==> config.mk <==
export PLATFORM = sky130hd
export DESIGN_NAME = dlx_alu_pipe
export DESIGN_NICKNAME = d
export VERILOG_FILES = /design/src/rtl/dlx_alu_pkg.sv /design/src/rtl/dlx_alu_shift.sv /design/src/rtl/dlx_alu_pipe.sv
export SDC_FILE = /design/constraint.sdc
export NUM_CORES = 1
export LEC_CHECK = 0
export ABC_AREA = 1
export ABC_CLOCK_PERIOD_IN_PS = 3100
export BUFFER_PORTS_ARGS = -buffer_cell sky130_fd_sc_hd__buf_2
export CORE_MARGIN = 3
export CORE_UTILIZATION = 38
export CTS_BUF_LIST = sky130_fd_sc_hd__clkbuf_4 sky130_fd_sc_hd__clkbuf_8 sky130_fd_sc_hd__clkbuf_16
export DETAILED_ROUTE_END_ITERATION = 8
export GPL_TIMING_DRIVEN = 0
export HOLD_SLACK_MARGIN = 0.06
export SLEW_MARGIN = 10
export SYNTH_ARGS = -nofsm -noshare
export SYNTH_HDL_FRONTEND = slang
export SYNTH_SLANG_ARGS = --single-unit
==> constraint.sdc <==
create_clock -name clk2 -period 3.1 [get_ports clk2]
set_clock_uncertainty 0.05 [all_clocks]
set_input_delay 0.31 -clock clk2 [delete_from_list [all_inputs] [get_ports clk2]]
set_output_delay 0.31 -clock clk2 [all_outputs]
set_load 0.005 [all_outputs]
==> src/rtl/dlx_alu_pkg.sv <==
// ---------------------------------------------------------------------------
// dlx_alu_pkg
// Shared constants for the pipelined DLX execute-stage ALU:
//   - ALUSEL_* : operation class codes on alusel
//   - ALUOP_*  : arithmetic/logic operation codes on aluop
//   - LOAD_*   : load extension codes on aluop[2:0] for the MEM_READ class
//   - STATE_*  : shift FSM state encodings
//   - shift_kind_e / is_shift_op : helpers for the iterative shifter
// ---------------------------------------------------------------------------
package dlx_alu_pkg;

    localparam logic [2:0] ALUSEL_ARITH_LOGIC = 3'b001;
    localparam logic [2:0] ALUSEL_MEM_READ    = 3'b101;

    localparam logic [3:0] ALUOP_ADD  = 4'd0;
    localparam logic [3:0] ALUOP_HADD = 4'd1;
    localparam logic [3:0] ALUOP_SUB  = 4'd2;
    localparam logic [3:0] ALUOP_NOT  = 4'd3;
    localparam logic [3:0] ALUOP_AND  = 4'd4;
    localparam logic [3:0] ALUOP_OR   = 4'd5;
    localparam logic [3:0] ALUOP_XOR  = 4'd6;
    localparam logic [3:0] ALUOP_LHG  = 4'd7;
    localparam logic [3:0] ALUOP_SLL  = 4'd8;
    localparam logic [3:0] ALUOP_SRL  = 4'd9;
    localparam logic [3:0] ALUOP_SRA  = 4'd10;

    localparam logic [2:0] LOAD_LB  = 3'b000;
    localparam logic [2:0] LOAD_LH  = 3'b001;
    localparam logic [2:0] LOAD_LW  = 3'b011;
    localparam logic [2:0] LOAD_LBU = 3'b100;
    localparam logic [2:0] LOAD_LHU = 3'b101;

    localparam logic [0:0] STATE_IDLE  = 1'b0;
    localparam logic [0:0] STATE_SHIFT = 1'b1;

    typedef enum logic [1:0] {
        SHIFT_SLL,
        SHIFT_SRL,
        SHIFT_SRA
    } shift_kind_e;

    function automatic logic is_shift_op(input logic [3:0] op);
        return (op == ALUOP_SLL) || (op == ALUOP_SRL) || (op == ALUOP_SRA);
    endfunction

endpackage

==> src/rtl/dlx_alu_shift.sv <==
// ---------------------------------------------------------------------------
// dlx_alu_shift
// Iterative one-bit-per-cycle shifter (SLL/SRL/SRA) with a two-state FSM.
// The parent owns the handshake and the output register; this block only
// reports when its result may be loaded.
//   clk_i, rst_i   : clock, asynchronous active-high reset
//   en_i           : stage enable, 0 freezes all state
//   start_i        : load operand and amount, IDLE -> SHIFT (amount must be > 0)
//   kind_i         : shift flavour
//   data_i         : value to shift
//   amount_i       : number of single-bit steps
//   slot_free_i    : parent output register can take a result this cycle
//   busy_o         : FSM not in IDLE
//   done_o         : result_o/cout_o are loaded by the parent on this edge
//   result_o       : shifted value (valid while done_o)
//   cout_o         : last bit shifted out (valid while done_o)
// ---------------------------------------------------------------------------
module dlx_alu_shift
    import dlx_alu_pkg::*;
#(
    parameter int DW      = 32,
    parameter int SHAMT_W = 5
) (
    input  logic               clk_i,
    input  logic               rst_i,
    input  logic               en_i,
    input  logic               start_i,
    input  shift_kind_e        kind_i,
    input  logic [DW-1:0]      data_i,
    input  logic [SHAMT_W-1:0] amount_i,
    input  logic               slot_free_i,
    output logic               busy_o,
    output logic               done_o,
    output logic [DW-1:0]      result_o,
    output logic               cout_o
);

    logic [0:0]         state_q, state_d;
    logic [SHAMT_W-1:0] count_q, count_d;
    logic [DW-1:0]      data_q, data_d;
    shift_kind_e        kind_q, kind_d;
    logic               last_q, last_d;

    logic [DW-1:0]      shifted;
    logic               out_bit;

    // One-bit step of the currently held value.
    always_comb begin
        // NOTE: every combinational output gets a default first so no path
        // leaves it unassigned, which would infer a latch.
        shifted = data_q;
        out_bit = 1'b0;
        case (kind_q)
            SHIFT_SLL: begin
                shifted = {data_q[DW-2:0], 1'b0};
                out_bit = data_q[DW-1];
            end
            SHIFT_SRL: begin
                shifted = {1'b0, data_q[DW-1:1]};
                out_bit = data_q[0];
            end
            SHIFT_SRA: begin
                shifted = {data_q[DW-1], data_q[DW-1:1]};
                out_bit = data_q[0];
            end
            default: begin
                shifted = data_q;
                out_bit = 1'b0;
            end
        endcase
    end

    assign busy_o = (state_q == STATE_SHIFT);

    // With one step left the final shift is taken on the loading edge itself.
    // count==0 in SHIFT means the result was finished while the output slot
    // was occupied and is waiting in data_q.
    assign done_o   = busy_o && en_i && slot_free_i && (count_q <= SHAMT_W'(1));
    assign result_o = (count_q == '0) ? data_q : shifted;
    assign cout_o   = (count_q == '0) ? last_q : out_bit;

    always_comb begin
        state_d = state_q;
        count_d = count_q;
        data_d  = data_q;
        kind_d  = kind_q;
        last_d  = last_q;
        if (state_q == STATE_IDLE) begin
            if (start_i) begin
                state_d = STATE_SHIFT;
                count_d = amount_i;
                data_d  = data_i;
                kind_d  = kind_i;
                last_d  = 1'b0;
            end
        end else if (count_q != '0) begin
            data_d  = shifted;
            last_d  = out_bit;
            count_d = count_q - SHAMT_W'(1);
        end
        if (done_o) begin
            state_d = STATE_IDLE;
        end
    end

    // NOTE: the shift data register is reset along with the control state;
    // it is a single word, so clearing it costs nothing and keeps it known.
    always_ff @(posedge clk_i or posedge rst_i) begin
        if (rst_i) begin
            state_q <= STATE_IDLE;
            count_q <= '0;
            data_q  <= '0;
            kind_q  <= SHIFT_SLL;
            last_q  <= 1'b0;
        end else if (en_i) begin
            // NOTE: non-blocking assignments so every register samples the
            // pre-edge values regardless of statement order.
            state_q <= state_d;
            count_q <= count_d;
            data_q  <= data_d;
            kind_q  <= kind_d;
            last_q  <= last_d;
        end
    end

endmodule

==> src/rtl/dlx_alu_pipe.sv <==
// ---------------------------------------------------------------------------
// dlx_alu_pipe
// Handshaked DLX execute-stage ALU with a registered result stage, carry,
// signed-overflow and zero flags, an iterative shifter and load extension.
// Optional build macro: DLX_ALU_SAT_EN -- ADD/SUB saturate on signed overflow.
// Ports:
//   clk2, rst2      : clock, asynchronous active-high reset
//   en_ar           : stage enable, 0 freezes all state
//   in_valid/ready  : operand bundle handshake
//   aluin1, aluin2  : operand A, operand B / load data
//   aluop, alusel   : operation code and class
//   shift_nos       : shift amount
//   out_valid/ready : result handshake
//   aluout_ar       : registered result
//   carry, ovf, zero: registered flags
//   busy            : shift FSM active
// ---------------------------------------------------------------------------
module dlx_alu_pipe
    import dlx_alu_pkg::*;
#(
    parameter int DW      = 32,
    parameter int SHAMT_W = 5
) (
    input  logic               clk2,
    input  logic               rst2,
    input  logic               en_ar,
    input  logic               in_valid,
    output logic               in_ready,
    input  logic [DW-1:0]      aluin1,
    input  logic [DW-1:0]      aluin2,
    input  logic [3:0]         aluop,
    input  logic [2:0]         alusel,
    input  logic [SHAMT_W-1:0] shift_nos,
    output logic               out_valid,
    input  logic               out_ready,
    output logic [DW-1:0]      aluout_ar,
    output logic               carry,
    output logic               ovf,
    output logic               zero,
    output logic               busy
);

    localparam int H = DW / 2;

`ifdef DLX_ALU_SAT_EN
    localparam logic [DW-1:0] SAT_MAX = {1'b0, {(DW-1){1'b1}}};
    localparam logic [DW-1:0] SAT_MIN = {1'b1, {(DW-1){1'b0}}};
`endif

    logic          out_valid_q, out_valid_d;
    logic [DW-1:0] aluout_q, aluout_d;
    logic          carry_q, carry_d;
    logic          ovf_q, ovf_d;
    logic          zero_q, zero_d;

    logic          slot_free, accept, pop, is_shift, start_shift, load;
    logic          sh_busy, sh_done, sh_cout;
    logic [DW-1:0] sh_result;
    shift_kind_e   sh_kind;

    logic [DW:0]   sum_w, diff_w;
    logic [H:0]    hsum_w;
    logic          add_ovf, sub_ovf;
    logic [DW-1:0] res_c;
    logic          carry_c, ovf_c;

    // Handshake: the output slot is free when empty or being drained now.
    assign slot_free   = !out_valid_q || out_ready;
    assign in_ready    = en_ar && !sh_busy && slot_free;
    assign accept      = in_valid && in_ready;
    assign pop         = out_valid_q && out_ready && en_ar;
    assign is_shift    = (alusel == ALUSEL_ARITH_LOGIC) && is_shift_op(aluop);
    assign start_shift = accept && is_shift && (shift_nos != '0);
    assign load        = (accept && !start_shift) || sh_done;

    assign sh_kind = (aluop == ALUOP_SLL) ? SHIFT_SLL :
                     (aluop == ALUOP_SRL) ? SHIFT_SRL : SHIFT_SRA;

    dlx_alu_shift #(
        .DW      (DW),
        .SHAMT_W (SHAMT_W)
    ) u_shift (
        .clk_i       (clk2),
        .rst_i       (rst2),
        .en_i        (en_ar),
        .start_i     (start_shift),
        .kind_i      (sh_kind),
        .data_i      (aluin1),
        .amount_i    (shift_nos),
        .slot_free_i (slot_free),
        .busy_o      (sh_busy),
        .done_o      (sh_done),
        .result_o    (sh_result),
        .cout_o      (sh_cout)
    );

    // Widened adders expose the carry/borrow as the top bit.
    assign sum_w   = {1'b0, aluin1} + {1'b0, aluin2};
    assign diff_w  = {1'b0, aluin1} - {1'b0, aluin2};
    assign hsum_w  = {1'b0, aluin1[H-1:0]} + {1'b0, aluin2[H-1:0]};
    assign add_ovf = (aluin1[DW-1] == aluin2[DW-1]) && (sum_w[DW-1] != aluin1[DW-1]);
    assign sub_ovf = (aluin1[DW-1] != aluin2[DW-1]) && (diff_w[DW-1] != aluin1[DW-1]);

    // Single-cycle result; shifts here only cover a zero shift amount.
    always_comb begin
        res_c   = '0;
        carry_c = 1'b0;
        ovf_c   = 1'b0;
        case (alusel)
            ALUSEL_ARITH_LOGIC: begin
                case (aluop)
                    ALUOP_ADD: begin
                        res_c   = sum_w[DW-1:0];
                        carry_c = sum_w[DW];
                        ovf_c   = add_ovf;
`ifdef DLX_ALU_SAT_EN
                        // On overflow the true result has the sign of A.
                        if (add_ovf) res_c = aluin1[DW-1] ? SAT_MIN : SAT_MAX;
`endif
                    end
                    ALUOP_SUB: begin
                        res_c   = diff_w[DW-1:0];
                        carry_c = diff_w[DW];
                        ovf_c   = sub_ovf;
`ifdef DLX_ALU_SAT_EN
                        if (sub_ovf) res_c = aluin1[DW-1] ? SAT_MIN : SAT_MAX;
`endif
                    end
                    ALUOP_HADD: begin
                        res_c   = {{H{hsum_w[H-1]}}, hsum_w[H-1:0]};
                        carry_c = hsum_w[H];
                    end
                    ALUOP_NOT: res_c = ~aluin2;
                    ALUOP_AND: res_c = aluin1 & aluin2;
                    ALUOP_OR:  res_c = aluin1 | aluin2;
                    ALUOP_XOR: res_c = aluin1 ^ aluin2;
                    ALUOP_LHG: res_c = {aluin2[H-1:0], {H{1'b0}}};
                    ALUOP_SLL, ALUOP_SRL, ALUOP_SRA: res_c = aluin1;
                    default:   res_c = '0;
                endcase
            end
            ALUSEL_MEM_READ: begin
                case (aluop[2:0])
                    LOAD_LB:  res_c = {{(DW-8){aluin2[7]}}, aluin2[7:0]};
                    LOAD_LBU: res_c = {{(DW-8){1'b0}}, aluin2[7:0]};
                    LOAD_LH:  res_c = {{(DW-16){aluin2[15]}}, aluin2[15:0]};
                    LOAD_LHU: res_c = {{(DW-16){1'b0}}, aluin2[15:0]};
                    default:  res_c = aluin2;
                endcase
            end
            default: res_c = aluin2;
        endcase
    end

    // Output register: a load wins over a pop, giving one result per cycle.
    always_comb begin
        out_valid_d = out_valid_q;
        aluout_d    = aluout_q;
        carry_d     = carry_q;
        ovf_d       = ovf_q;
        zero_d      = zero_q;
        if (load) begin
            out_valid_d = 1'b1;
            aluout_d    = sh_done ? sh_result : res_c;
            carry_d     = sh_done ? sh_cout : carry_c;
            ovf_d       = sh_done ? 1'b0 : ovf_c;
            zero_d      = (aluout_d == '0);
        end else if (pop) begin
            out_valid_d = 1'b0;
        end
    end

    always_ff @(posedge clk2 or posedge rst2) begin
        if (rst2) begin
            out_valid_q <= 1'b0;
            aluout_q    <= '0;
            carry_q     <= 1'b0;
            ovf_q       <= 1'b0;
            zero_q      <= 1'b0;
        end else if (en_ar) begin
            out_valid_q <= out_valid_d;
            aluout_q    <= aluout_d;
            carry_q     <= carry_d;
            ovf_q       <= ovf_d;
            zero_q      <= zero_d;
        end
    end

    assign out_valid = out_valid_q && en_ar;
    assign aluout_ar = aluout_q;
    assign carry     = carry_q;
    assign ovf       = ovf_q;
    assign zero      = zero_q;
    assign busy      = sh_busy;

endmodule
# Word level (Yosys, flattened, before mapping)

Index checks and enable logic that the tools add are counted.

Add/subtract/negate cells: 4
$mul: 0
Div/mod/pow operators: 0
$lt $le $gt $ge: 1
Eq/ne operators: 22
Shift operators: 0
Muxes and demuxes: 30
Bitwise logic cells: 5
Reduce and logical (&&, ||, !) cells: 37

Operators by type and width:

| kind                                                                  | number |
|---|---|
| 32-bit one-hot mux with 9 select lines                                | 1 |
| 32-bit two-way mux                                                    | 5 |
| 32-bit one-hot mux with 4 select lines                                | 1 |
| 32-bit one-hot mux with 3 select lines                                | 1 |
| 32-bit one-hot mux with 2 select lines                                | 1 |
| 32-bit by 32-bit adder with 33-bit output                             | 1 |
| 32-bit by 32-bit subtractor with 33-bit output                        | 1 |
| 32-bit AND                                                            | 1 |
| 32-bit zero test                                                      | 1 |
| 32-bit NOT                                                            | 1 |
| 32-bit OR                                                             | 1 |
| 32-bit bitwise XOR                                                    | 1 |
| 16-bit by 16-bit adder with 17-bit output                             | 1 |
| 4-bit by 3-bit equality test with 1-bit output, second input constant | 4 |
| 1-bit logical AND                                                     | 15 |
| 5-bit two-way mux                                                     | 3 |
| 1-bit two-way mux                                                     | 13 |
| 4-bit equality test, second input constant                            | 3 |
| 5-bit nonzero test                                                    | 2 |
| 3-bit equality test, second input constant                            | 3 |
| 4-bit by 2-bit equality test with 1-bit output, second input constant | 2 |
| 3-bit by 1-bit equality test with 1-bit output, second input constant | 2 |
| 3-bit AND reduction                                                   | 2 |
| 5-bit by 1-bit <= comparator with 1-bit output, second input constant | 1 |
| 21 further kinds                                                      | 32 |

Register bits after elaboration: 77
Bits in latches: 0
Memory bits (writable): 0
ROM bits: 0
Bits of input ports: 81
Output and inout bits: 38
Word-level logic and storage cells: 109
Memories kept: 0

# Longest topological paths before layout

Gate-level depths: netlist of run 1.

Depth in word-level cells: 11
Depth in mapped cells: 26
Depth with buffers taken out: 25

# Modules after synthesis

Synthesis of run 1 repeated with hierarchy kept, for this count alone.

Cells, all modules: 2392
Area, all modules: 13153.9 sq um

By module, submodules not included:

| module        | times used | cells an instance | area each (sq um) | sequential area each (sq um) |
|---|---|---|---|---|
| dlx_alu_pipe  | 1          | 1791              | 9616.7            | 900.9 |
| dlx_alu_shift | 1          | 601               | 3537.1            | 1026.0 |

# Worst setup path after synthesis of run 1

OpenSTA, ideal clock, no wires.

Kind: input port to flip-flop
Start: in aluin2[11]
End: reg zero_q, in the netlist zero
Setup time: 0.065 ns
Arrival: 2.263 ns
Data required time: 2.985 ns
Path slack: 0.722 ns
Stages on the path: 22
Buffers on the path: 2
Path through: inv_1 ha_1 buf_6 nand2_1 inv_2 nand2_4 inv_2 a21oi_4 nand3_2 nand3_4 buf_8 nand2_2 nand3b_4 nand2_1 nand2_1 nand2_1 nand2_1 nor2_1 nand2_1 nor2_1 nand4_1 nand2_1

Cells in the longest elaborated chain, start to end: 5
Elaborated cells on any way between the ends: 12
Classes of those cells: 3 x add/sub; 4 x mux; 4 x bitwise; 1 x reduce/logical

Ends and longest elaborated chain:

| what                                                                         | line                | text |
|---|---|---|
| start, declared                                                              | dlx_alu_pipe.sv:30  | `input logic [DW-1:0] aluin2,` |
| 32-bit by 32-bit subtractor with 33-bit output, or another cell as far along | dlx_alu_pipe.sv:99  | `assign diff_w = {1'b0, aluin1} - {1'b0, aluin2};` |
| 32-bit one-hot mux with 9 select lines                                       | dlx_alu_pipe.sv:111 | `case (aluop)` |
| 32-bit one-hot mux with 2 select lines *                                     | dlx_alu_pipe.sv:109 | `case (alusel)` |
| 32-bit two-way mux *                                                         | dlx_alu_pipe.sv:164 | `aluout_d = sh_done ? sh_result : res_c;` |
| 32-bit zero test *                                                           | dlx_alu_pipe.sv:167 | `zero_d = (aluout_d == '0);` |
| end signal, assigned                                                         | dlx_alu_pipe.sv:185 | `zero_q <= zero_d;` |
| end, declared                                                                | dlx_alu_pipe.sv:54  | `logic zero_q, zero_d;` |

Mark *: on every way between the ends. The rest lies on a longest branch, timed or not.
A chain may end at the register's enable or synchronous reset.

# Final worst setup path of run 1

Start: in aluin1[22]
End: reg zero_q, in the netlist zero

Cells in the longest elaborated chain, start to end: 5
Elaborated cells on any way between the ends: 9
Classes of those cells: 2 x add/sub; 3 x mux; 3 x bitwise; 1 x reduce/logical

Ends and longest elaborated chain:

| what                                                                         | line                | text |
|---|---|---|
| start, declared                                                              | dlx_alu_pipe.sv:29  | `input logic [DW-1:0] aluin1,` |
| 32-bit by 32-bit subtractor with 33-bit output, or another cell as far along | dlx_alu_pipe.sv:99  |  |
| 32-bit one-hot mux with 9 select lines *                                     | dlx_alu_pipe.sv:111 |  |
| 32-bit one-hot mux with 2 select lines *                                     | dlx_alu_pipe.sv:109 |  |
| 32-bit two-way mux *                                                         | dlx_alu_pipe.sv:164 |  |
| 32-bit zero test *                                                           | dlx_alu_pipe.sv:167 |  |

Marks and branches as above.

==> results of run 1 <==
[routing by layer]
layer | global-route usage [%] | routed length [um] | vias up | share of wire (%)
met3 | 5.49 | 5460 | 137 | 9.0
li1 | - | - | 7358 | -
met2 | 50.1 | 25300 | 843 | 42
met4 | 13.6 | 2980 | 2 | 4.9
met1 | 46.9 | 26700 | 7215 | 44
met5 | 0 | 12 | - | 0.020
[through the flow]
| stage | instances | total power [uW] | setup TNS, ns |
|---|---|---|---|
| 2_1_floorplan | 2164 | 4050 | 0 |
| 4_1_cts | 2736 | 6550 | 0 |
| 5_1_grt | 2747 | 7200 | -0.0584 |
| 6_report | 2748 | 6700 | 0 |
| 3_3_place_gp | 2717 | 5350 | -28.21 |
| 3_5_place_dp | 2718 | 5400 | -0.883 |
[worst max-delay path, cell delays in order]
cell	delay, ns
buf_2	0.13
inv_1	0.09
ha_1	0.30
buf_2	0.20
a21oi_1	0.33
nand2_1	0.14
a21oi_1	0.25
nor2_1	0.07
nor2_1	0.31
nand2_1	0.16
nand2_1	0.09
nand3_1	0.06
nand3_1	0.10
nand2_1	0.07
a21oi_2	0.22
nor2_1	0.07
nand2_1	0.08
nor2_2	0.06
nand4_1	0.07
nand2_1	0.06
[registers in the layout, indices dropped and copies added (netlist names)]
| name | cells |
|---|---|
| aluout_ar | 32 |
| u_shift.data_q | 32 |
| u_shift.count_q | 5 |
| u_shift.kind_q | 2 |
| carry | 1 |
| out_valid_q | 1 |
| ovf | 1 |
| u_shift.busy_o | 1 |
| u_shift.last_q | 1 |
| zero | 1 |
[power groups by stage]
stage	logic (uW)	clock network, uW	registers, uW
finish	3830	1140	1730
global route	4230	1190	1780
CTS	3690	1140	1720
detailed placement	3660	0	1740
global placement	3630	0	1720
floorplan	2350	0	1700
[area by class of cell]
class / count / area, um^2 / area share [%]
antenna: 1 / 2.50 / 0.0176
buffer: 91 / 470 / 3.31
clock buffer: 13 / 268 / 1.88
clock inverter: 3 / 43.8 / 0.308
inverter: 369 / 1420 / 9.98
multi-input combinational: 1627 / 8800 / 61.9
sequential: 77 / 1930 / 13.6
tap: 435 / 544 / 3.83
timing repair buffer: 132 / 741 / 5.21
[synthesized netlist by cell type (all sizes together) (2+ instances only)]
cell / n / area, um^2
a211oi: 14 / 105
a221oi: 8 / 70.1
o22ai: 65 / 407
and2: 4 / 25.0
a21oi: 123 / 642
nand3b: 2 / 27.5
ha: 103 / 1290
clkinv: 5 / 18.8
buf: 54 / 317
nor3: 26 / 146
o221ai: 29 / 254
fa: 2 / 40.0
nand4: 24 / 150
a31oi: 17 / 106
dfrtp: 77 / 1930
nand3: 161 / 838
inv: 364 / 1370
o211ai: 43 / 323
o21ai: 143 / 716
xor2: 8 / 70.1
nand2: 669 / 2580
o21bai: 6 / 45.0
o2111ai: 6 / 52.6
nor2: 164 / 636
clkbuf: 37 / 139
[timing repair]
item,CTS,global route
pin swaps,0,7
gates cloned,0,1
hold buffers,1,0
setup endpoints to repair,1,26
gates resized for setup,14,77
hold endpoints to repair,23,0
buffers inserted,1,10
[cell families (layout without fill, tap and decap cells)]
| logic type | Yosys count | in the layout | synth area share, % |
|---|---|---|---|
| AND/OR/NAND/NOR | 1053 | 1053 | 35.8 |
| buffers and inverters | 460 | 608 | 14.9 |
| other | 0 | 1 | 0 |
| adder cells (fa/ha/maj) | 105 | 105 | 10.7 |
| flip-flops | 77 | 77 | 15.6 |
| XOR/XNOR | 9 | 9 | 0.637 |
| AO/OA/AOI/OAI | 460 | 460 | 22.4 |
[worst max path at each step]
stage / from / end / slack (ns) / depth (start not counted)
after floorplan: aluin2[11] / zero / 0.72 / 22
after global placement: aluin2[15] / zero / -0.48 / 23
after detailed placement: aluin2[2] / zero / -0.48 / 23
after CTS: aluin2[15] / zero / 0.03 / 23
after global routing: u_shift.busy_o / zero / -0.06 / 14
final: aluin1[22] / zero / 0.08 / 20
==> key figures, run 1 <==
Outcome
  • Status: finished, final reports clean

Logic synthesis
  • Syn nets: 2350
  • Syn_area_per_cell: 5.71 um^2
  • Mapped Area: 12400 um^2
  • Sequential area share after synthesis: 15.6%
  • #FFs+latches synth: 77
  • Post-synthesis cell type count: 52
  • Cells after Synth: 2164
  • Post-synth EDFFs: 0
  • Predominant post-synthesis flop cell: dfrtp_1
  • Fraction of registers with async set/reset: 100%
  • Yosys warning count: 0

Power
  • Switching Share: 49.5%
  • Seq pwr share: 25.8%
  • Share of total power in combinational logic: 57.2%
  • NetSw: 3320 uW
  • Pwr per Cell Area: 471 nW/um^2
  • Clock group share of total power: 17.0%
  • Pint: 3380 uW
  • Leak Pwr: 0.00757 uW
  • Max VDD drop: 0.355 mV

Cells and area
  • Most common cell after layout, fill and taps aside: nand2_1
  • Most frequent cells in the layout: 644 x nand2_1, 328 x inv_1, 157 x buf_2, 149 x nand3_1, 138 x nor2_1
  • Post-route cell area: 14200 um^2
  • Layout cell share with drive strength beyond 1: 13.9%
  • Final nets: 2493
  • Fill cell count: 3597
  • Synthesis-to-finish area growth: 15.0%
  • Post-layout util: 44.7%

Timing
  • Tmin final: 3.02 ns
  • Max Freq: 0.331 GHz
  • Hold slack: 0.174 ns
  • Endpoints failing hold: 0
  • Endpoints failing setup: 0
  • Max Slew Vio Count: 0
  • Fin crit share: 97.5%
  • RSZ-0062 raised after global routing: yes
  • Fin worst setup slack: 0.0760 ns
  • Max_slew headroom: 44.4%
  • Actual slew at the worst max-slew pin: 0.833 ns

Placement
  • DP HPWL: 49600 um
  • Placed Area: 13500 um^2
  • GP Congestion: 1.02
  • I/O Buffers: 118
  • DP Worst Slack: -0.477 ns

Setup path
  • Slack of the worst reg-to-reg path: 0.24 ns
  • Crit path max fanout: 8
  • WS Path Type: input port to flop
  • Reg-to-Reg Start: u_shift.busy_o
  • Startpoint types: input port
  • Crit path DAT: 3.20 ns
  • Critical path endpoint category: flop
  • Worst r2r path cells: 14
  • Critical R2R Capture: zero
  • Data required time at the worst endpoint: 3.28 ns

Worst hold path
  • Hold_sp: out_ready
  • Worst hold-check path type: input port to flop
  • Hold depth: 4
  • Worst Hold Path EP: out_valid_q

Global route
  • First-pass GRT wire length: 88200 um
  • Largest net degree at the start of global routing: 55
  • Vias in the first global route: 14.1k
  • Total congestion overflow: 0
  • Initial antenna violation count: 1
  • Gr usage total: 33.1%

Drt
  • Drt drc: 0
  • DRT Pass-1 Iters: 5
  • Via density: 5.66
  • Final WL: 60500 um
  • Vias: 15.6k
  • DR iter-0 viols: 1774
  • Antenna viol nets, final: 0
  • Drt wl/cell: 22.0 um

Floorplan
  • FP Rows: 65
  • Die extent in y: 186 um
  • Initial Util: 38.9%
  • CORE AREA: 31800 um^2
  • Die Width: 186 um
  • Die ar.: 34700 um^2
  • I/O pin cnt: 119

Clock tree
  • Root Driver: clkbuf_16
  • CTS H-tree lvls: 3
  • CTS buffer count: 9
  • CTS clk-pin slew, worst paths: 0.06 ns
  • Clock latency on the worst-skew pair: 0.35 ns
  • Clock sink count: 77
  • CTS tree: yes
  • Max clock buf depth: 2

Flow run
  • Max-Cap Viols: 0
Note: power is estimated with default switching activity, not from simulation.
==> run 2: changes to the inputs <==
- ABC_CLOCK_PERIOD_IN_PS: 3100 -> 3900
- BUFFER_PORTS_ARGS: -buffer_cell sky130_fd_sc_hd__buf_2 -> -buffer_cell sky130_fd_sc_hd__clkbuf_2
- clock period: 3.1 -> 3.9 ns (I/O delays scaled with it)
==> run 2 against run 1 <==
Count of clock-buffer cells in the layout shrank 1; combinational power shrank 23%; largest cell class unchanged; die area is the same; cell count shrank 0.47%; worst setup slack gained 0.27 ns; sequential cell count is the same; non-clock buffer count shrank 12; critical endpoint unchanged; sequential power shrank 21%; utilization shrank 0.98 points; clock power shrank 6%.
==> key figures, run 2 (synthesis gave the netlist of run 1 again) <==
Power
  • NetSw: 2570 uW
  • Max VDD drop: 0.331 mV
  • Clock group share of total power: 19.8%
  • Seq pwr share: 25.4%
  • Leak Pwr: 0.00755 uW
  • Pint: 2820 uW
  • Share of total power in combinational logic: 54.8%
  • Pwr per Cell Area: 388 nW/um^2
  • Switching Share: 47.6%

Setup path
  • CP startpoint: aluin1[0]
  • End of the critical path: zero
  • Critical R2R Capture: zero
  • CP max stage cell: fa_1
  • Reg-to-Reg Start: u_shift.kind_q[0]
  • Startpoint types: input port
  • Data required time at the worst endpoint: 4.13 ns
  • WS Path Type: input port to flop
  • Critical path endpoint category: flop
  • Crit path depth: 22
  • Most used cell along the critical path: nand2_1
  • Crit path DAT: 3.79 ns
  • Family with the most delay on the worst path: simple AND/OR/NAND/NOR gates
  • Slack of the worst reg-to-reg path: 0.58 ns
  • Worst r2r path cells: 15
  • CP Cell Sequence: clkbuf_2, inv_1, ha_1, inv_1, fa_1, nand2_1, nand2_1, nand3_1, nand2_1, nand2_1, nand2_1, o21ai_0, o211ai_1, nand2_1, nand2_1, nand2_1, nand2_1, nor2_1, nand2_1, nor2_1, nand4_1, nand2_1
  • CP max stage delay: 0.38 ns
  • Crit path max fanout: 5
  • CP Buf/Inv Count: 3

Cells and area
  • Layout cell share with drive strength beyond 1: 10.3%
  • Most frequent cells in the layout: 654 x nand2_1, 345 x inv_1, 160 x nor2_1, 156 x nand3_1, 138 x o21ai_0
  • Most common cell after layout, fill and taps aside: nand2_1
  • Synthesis-to-finish area growth: 12.5%
  • ANT cells: 0
  • Post-layout util: 43.7%
  • Final nets: 2481
  • Post-route cell area: 13900 um^2

Floorplan
  • Die ar.: 34700 um^2
  • Die extent in y: 186 um
  • Initial Util: 38.9%
  • FP Rows: 65
  • Die Width: 186 um
  • I/O pin cnt: 119
  • CORE AREA: 31800 um^2

Drt
  • Antenna viol nets, final: 0
  • Top sig layer: met4
  • DR iter-0 viols: 1805
  • Via density: 5.63
  • Met3 wire len: 5870 um
  • Drt drc: 0
  • Routed length on met2: 24600 um
  • DRT Pass-1 Iters: 9
  • Wl on met1: 25900 um
  • Final WL: 59100 um
  • Drt wl/cell: 21.6 um
  • Vias: 15.4k

Outcome
  • Status: finished, final reports clean

Timing
  • Endpoints failing hold: 0
  • Fin crit share: 91.2%
  • Max Slew Vio Count: 0
  • Actual slew at the worst max-slew pin: 0.780 ns
  • Max_slew headroom: 48.0%
  • Tmin final: 3.56 ns
  • Max Freq: 0.281 GHz
  • Hold slack: 0.262 ns
  • Fin worst setup slack: 0.343 ns
  • Setup TNS: 0 ns
  • Endpoints failing setup: 0
  • RSZ-0062 raised after global routing: no

Placement
  • I/O Buffers: 118
  • Placed Area: 13500 um^2
  • DP HPWL: 48600 um
  • DP Worst Slack: 0.0946 ns
  • GP Congestion: 1.05

Global route
  • Total congestion overflow: 0
  • Initial antenna violation count: 0
  • Largest net degree at the start of global routing: 56
  • Gr usage total: 32.3%
  • First-pass GRT wire length: 86400 um
  • Vias in the first global route: 13.8k

Clock tree
  • Root Driver: clkbuf_16
  • Max clock buf depth: 2
  • Clock sink count: 77
  • CTS tree: yes
  • Postcts setup bufs: 0
  • CTS buffer count: 9
  • Post-CTS Resized: 0
  • CTS H-tree lvls: 3
  • CTS clk-pin slew, worst paths: 0.06 ns
  • Post-cts hold buffer count: 1
  • Clock latency on the worst-skew pair: 0.35 ns

Worst hold path
  • Worst hold-check path type: input port to flop
  • Hold_sp: out_ready

Flow run
  • Max-Cap Viols: 0
-- run 2: layer usage --
layer  track usage [%]  vias to the layer above
met2              48.5                      846
met3              5.56                      128
li1                  -                     7338
met5                 0                        -
met1              46.0                     7091
met4              13.2                        0
-- run 2: stage by stage --
| stage | total power, uW | cells |
|---|---|---|
| 6_report | 5390 | 2735 |
| 3_5_place_dp | 4270 | 2718 |
| 2_1_floorplan | 3220 | 2164 |
| 5_1_grt | 5790 | 2735 |
| 3_3_place_gp | 4240 | 2717 |
| 4_1_cts | 5340 | 2735 |
-- run 2: area by class of cell --
type | instances | area, um^2
clock buffer | 12 | 248
clock inverter | 4 | 120
inverter | 369 | 1390
buffer | 91 | 455
timing repair buffer | 120 | 628
multi-input combinational | 1627 | 8600
tap | 435 | 544
fill | 3609 | 17900
sequential | 77 | 1930
-- run 2: worst register-to-register path, cell delays in order, from the launching register on --
cell	delay [ns]
dfrtp_1	0.40
inv_1	0.08
ha_1	0.23
nor2_1	0.36
clkinv_1	0.41
nand3_1	0.15
o21ai_0	0.15
nand2_1	0.09
o21ai_0	0.13
o21ai_0	0.35
nand2_1	0.10
nor2_1	0.11
nand2_1	0.05
nor2_1	0.34
nand4_1	0.16
nand2_1	0.08
-- run 2: how the worst min path moves through the flow --
stage / endpoint / cells past startpoint
2_1_floorplan: out_valid_q / 2
3_3_place_gp: zero / 2
3_5_place_dp: aluout_ar[0] / 2
4_1_cts: out_valid_q / 4
5_1_grt: out_valid_q / 4
6_report: out_valid_q / 4
-- run 2: power groups by stage --
stage          clock (uW)  combinational [uW]  sequential, uW
2_1_floorplan           0                1870            1350
3_3_place_gp            0                2860            1370
3_5_place_dp            0                2890            1380
4_1_cts              1070                2900            1370
5_1_grt              1110                3270            1420
6_report             1070                2960            1370
